### config.mk
export PLATFORM = sky130hd
export DESIGN_NAME = instr_packer
export DESIGN_NICKNAME = d
export VERILOG_FILES = /design/src/rtl/instr_packer.sv
export SDC_FILE = /design/constraint.sdc
export NUM_CORES = 1
export LEC_CHECK = 0
export CAP_MARGIN = 20
export CORE_MARGIN = 5
export CORE_UTILIZATION = 40
export CTS_CLUSTER_SIZE = 28
export DETAILED_ROUTE_END_ITERATION = 7
export PLACE_DENSITY = 0.81
export SLEW_MARGIN = 20
export SYNTH_ARGS = -nofsm -noshare
export SYNTH_HDL_FRONTEND = slang
export SYNTH_SLANG_ARGS = --single-unit
### constraint.sdc
create_clock -name clk -period 2.7 [get_ports clk]
set_input_delay 0.54 -clock clk [delete_from_list [all_inputs] [get_ports clk]]
set_output_delay 0.54 -clock clk [all_outputs]
set_load 0.02 [all_outputs]
### src/rtl/instr_packer.sv
// Immediate encoder and instruction-memory loader: scatters I/B-type immediates
// into a base instruction and streams packed words out with a write address.
module instr_packer #(
  parameter int DATA_WIDTH = 32,
  parameter int ADDR_WIDTH = 8
) (
  input  logic                  clk,
  input  logic                  rst_n,
  input  logic                  Clear,
  input  logic                  InValid,
  output logic                  InReady,
  input  logic [1:0]            ImmSrc,
  input  logic [DATA_WIDTH-1:0] Imm,
  input  logic [DATA_WIDTH-1:0] BaseInstr,
  output logic                  OutValid,
  input  logic                  OutReady,
  output logic [DATA_WIDTH-1:0] Instr,
  output logic [ADDR_WIDTH-1:0] WriteAddr,
  output logic                  RangeErr,
  output logic [7:0]            ErrCount,
  output logic                  Wrapped
);

  typedef enum logic {EMPTY, FULL} state_t;

  state_t                state_q;
  logic [DATA_WIDTH-1:0] instr_q;
  logic [DATA_WIDTH-1:0] instr_d;
  logic [ADDR_WIDTH-1:0] addr_q;
  logic                  rangeErr_q;
  logic [7:0]            errCount_q;
  logic                  wrapped_q;
  logic                  immLegal;
  logic                  inFire;
  logic                  outFire;

  // Upper immediate bits must be pure sign extension of the encodable field.
  always_comb begin
    instr_d  = BaseInstr;
    immLegal = 1'b1;
    case (ImmSrc)
      2'b01: begin
        instr_d[31:20] = Imm[11:0];
        immLegal       = (&Imm[DATA_WIDTH-1:11]) | ~(|Imm[DATA_WIDTH-1:11]);
      end
      2'b11: begin
        instr_d[31]    = Imm[12];
        instr_d[7]     = Imm[11];
        instr_d[30:25] = Imm[10:5];
        instr_d[11:8]  = Imm[4:1];
        immLegal       = ((&Imm[DATA_WIDTH-1:12]) | ~(|Imm[DATA_WIDTH-1:12])) & ~Imm[0];
      end
      default: begin
        instr_d  = BaseInstr;
        immLegal = 1'b1;
      end
    endcase
  end

  assign OutValid  = (state_q == FULL);
  assign InReady   = ~Clear & (~OutValid | OutReady);
  assign inFire    = InValid & InReady;
  assign outFire   = OutValid & OutReady;
  assign Instr     = instr_q;
  assign WriteAddr = addr_q;
  assign RangeErr  = rangeErr_q;
  assign ErrCount  = errCount_q;
  assign Wrapped   = wrapped_q;

  always_ff @(posedge clk) begin
    if (!rst_n || Clear) begin
      state_q    <= EMPTY;
      instr_q    <= '0;
      addr_q     <= '0;
      rangeErr_q <= 1'b0;
      errCount_q <= 8'd0;
      wrapped_q  <= 1'b0;
    end else begin
      if (outFire) begin
        addr_q <= addr_q + 1'b1;
        if (&addr_q) begin
          wrapped_q <= 1'b1;
        end
      end

      // A rejected request completes its handshake but leaves the held word alone.
      if (inFire && immLegal) begin
        instr_q <= instr_d;
        state_q <= FULL;
      end else if (outFire) begin
        state_q <= EMPTY;
      end

      if (inFire && !immLegal) begin
        rangeErr_q <= 1'b1;
        if (errCount_q != 8'hFF) begin
          errCount_q <= errCount_q + 8'd1;
        end
      end
    end
  end

endmodule

==> impl_results.md <==
- Final worst slack: 0.1563 ns
- Clk slew on worst S/H paths: 0.09 ns
- GP Congestion: 0.8224
- Grt ovf: 0
- Cell variety after synth: 40
- Total GRT Usage: 0.1776
- Total wire length: 6.983 mm
- Post-CTS setup buffer count: 0
- I/O pins: 123
- Initial antenna violation count: 0
- Worst Max-Slew Pin Slew: 0.3653 ns
- Sequential Power Share: 0.488
- Cells after synthesis: 273
- First-pass GRT wire length: 11.10 mm
- Seq/Total Area, Yosys: 0.4235
- WP buf/inv: 3
- Site Rows: 28
- Area after DPL: 3815 um^2
- Worst rel slew slack: 0.7542
- Input/output buffers: 122
- Post-synth EDFFs: 0
- Synthesized area per cell: 8.832 um^2
- Slowest CP cell: or4_1
- Hpwl dp: 5.602 mm
- Area delta synth->final: 63.00%
- Largest net degree at the start of global routing: 39
- DIE WIDTH: 87.64 um
- Cells after DPL: 472
- Most frequent cell after synthesis: dfxtp_1
- Depth of the CTS H-tree: 2
- VDD IR max: 0.0002064 V
- Clock tree from TritonCTS: built
- Cts repair resizes: 0
- Post-DR wirelength/cell: 14.55 um
- Residual DRC count: 0
- Finished Layout Cells: 480
- Setup crit end: Instr[3]$_SDFFE_PP0P_
- Ys async rst share: 0
- R2R setup slack: 0.80 ns
- CP arrival: 2.76 ns
- Cells on worst reg2reg path: 7
- Share of cells above drive strength 1: 0.1309
- Crit-path cells: clkdlybuf4s50_1, or4_1, o21a_1, a2111o_1, o22ai_4, buf_12, buf_4, nand3_1, o21ai_0
- Setup CP Type: in2reg
- Critical Path Max Stage Delay: 0.55 ns
- XOR/XNOR share of the synthesized area: 0.02543
- Final Setup Violations: 0
- Ys Warns: 0
- CP endpoint kind: flop
- Inserted Diodes: 0
- Instance count on the critical path: 9
- Leakage power: 0.001378 uW
- Mapped Area: 2411 um^2
- Switch share: 0.2394
- Final slew viol count: 0
- Final ANT Viol Nets: 0
- HP Class: reg2reg
- Commonest cells in the netlist: dfxtp_1 (51), nand2_1 (28), nand3_1 (26)
- Vias in the first global route: 2,565
- Pre-CTS setup slack: -0.1474 ns
- Post-Synth Simple-Gate Area: 0.2423
- Initial DRC Count: 72
- Internal Power: 1197 uW
- Pwr Total: 1574 uW
- Startpoint class of the critical path: primary input
- Crit path required time: 2.92 ns
- Mux cell area share after synthesis: 0.06642
- Die ar.: 7680 um^2
- Synthesis-stage register bit count: 51
- Ys flop type: dfxtp_1
- Max-Cap Viols: 0
- CP top delay family: buffers and inverters
- Adder-Cell Fraction of Synth Area: 0.01038
- Vias per inst: 5.156
- Final hold viol count: 0
- Final period util: 0.9421
- Period minus WS final: 2.544 ns
- CTS root buffer: clkbuf_8
- Status: finished clean
- Clk sinks: 51
- Top post-synthesis cells by area: dfxtp_1 (42%), mux2i_1 (6.6%), a211oi_2 (5.7%)
- Max Fclk: 0.3931 GHz
- Worst setup startpoint: Imm[17]
- Final Cell Area: 3930 um^2
- CP Max Fanout: 38
- Leading area contributor after synthesis: dfxtp_1
- Clock Latency Late Sink: 0.30 ns
- Post-CTS Hold Fix Bufs: 0
- RSZ-0062 raised after global routing: no
- Maximum buffer depth of the clock tree: 2
- CTS buffer count: 5
- Largest family of logic cells by synthesized area: simple AND/OR/NAND/NOR gates
- Synth Area in Compound Gates: 0.1837
- Vias post-DR: 2,475
- Reg2reg start: ErrCount[0]$_SDFFE_PP0P_
- Sw Pwr: 376.8 uW
- Pre-antenna DRT Iters: 4
- Nets: 477
- Clock power share: 0.343
- Combinational power share: 0.169
- Power per cell area: 400.5 nW/um^2
- Post-synth top area share: 0.4235
- Mapped Nets: 346
- Placeable Area: 5886 um^2
- Worst Skew: 0.008105 ns
- Initial Util: 0.4097
- FF-to-FF End: ErrCount[7]$_SDFFE_PP0P_
- Die Ht: 87.64 um
- Fillcell total: 526
-- cell type report --
type                            count  area, um^2  share of cell area
Timing Repair Buffer              142        1409              0.3585
Sequential cell                    51        1021              0.2598
Clock inverter                      3       46.29             0.01178
Inverter                            2       7.507            0.001910
Tap cell                           75       93.84             0.02388
Clock buffer                        5       68.82             0.01751
Multi-Input combinational cell    202        1284              0.3266
-- kinds of logic (layout without fill, tap and decap cells) --
kind of cell / after synthesis / count (layout)
xor gates and xnor gates: 7 / 7
adders and majority gates: 2 / 2
muxes: 16 / 16
buffers and inverters: 20 / 152
DFF: 51 / 51
AOI/OAI and AO/OA: 58 / 58
and+or+nand+nor: 119 / 119
-- worst register-to-register path, stage by stage (launching register included) --
cell and delay, ns:
dfxtp_1 0.36, ha_1 0.26, nand2_1 0.09, nor2_1 0.07, nand3_1 0.15, nand4_1 0.24
or4_1 0.52, a21oi_1 0.14
-- routing by layer --
layer / up-vias / track usage / wire (um)
met5: - / 0 / 0
met4: 0 / 0.03766 / 19
met1: 1137 / 0.1935 / 2769
met3: 2 / 0.05456 / 649
met2: 87 / 0.3356 / 3546
li1: 1249 / - / -
-- registers in the layout, indices dropped and copies added (netlist names) --
name and flops:
OutValid 1, RangeErr 1, Wrapped 1, Instr 32, WriteAddr 8, ErrCount 8
-- through the flow --
stage               hold WS [ns]  setup TNS, ns    util
finish                    0.4679              0  0.6677
global route              0.5022              0  0.6677
CTS                       0.4703              0  0.6677
detailed placement        0.4532         -3.150  0.6482
global placement          0.4448         -1.890  0.6482
floorplan                 0.5328              0       -
-- layout by cell type, fill, tap and decap left out, types with 2 or more instances in the layout --
cell type	n
o31ai_1	3
buf_12	3
a211oi_2	11
clkdlybuf4s50_1	122
a311oi_1	2
nand3_1	26
nand4_1	8
and3_1	4
ha_1	2
mux2i_1	16
nand2_1	28
nor4_1	3
o21ai_0	19
inv_1	2
nor2_2	11
xor2_1	6
or4_1	5
buf_4	17
or3_1	2
nor2b_1	3
clkbuf_8	5
dfxtp_1	51
a211oi_1	5
nand2b_1	2
a21oi_1	8
nor2_1	25
-- worst min path at each step --
stage | start | end | slack (ns) | depth (start not counted)
after detailed placement | Instr[17]$_SDFFE_PP0P_ | Instr[17]$_SDFFE_PP0P_ | 0.45 | 2
after global placement | Instr[5]$_SDFFE_PP0P_ | Instr[5]$_SDFFE_PP0P_ | 0.44 | 2
after global routing | Instr[6]$_SDFFE_PP0P_ | Instr[6]$_SDFFE_PP0P_ | 0.50 | 2
after CTS | Instr[17]$_SDFFE_PP0P_ | Instr[17]$_SDFFE_PP0P_ | 0.47 | 2
after floorplan | Instr[0]$_SDFFE_PP0P_ | Instr[0]$_SDFFE_PP0P_ | 0.53 | 2
final | Instr[2]$_SDFFE_PP0P_ | Instr[2]$_SDFFE_PP0P_ | 0.47 | 2
-- power groups by stage --
stage	clock (uW)	combinational, uW	sequential, uW
finish	540	266	768
global route	590	284	770
CTS	559	268	768
detailed placement	0	267	786
global placement	0	262	785
floorplan	0	90.2	797
No activity file was read; power rests on OpenSTA's default activity.
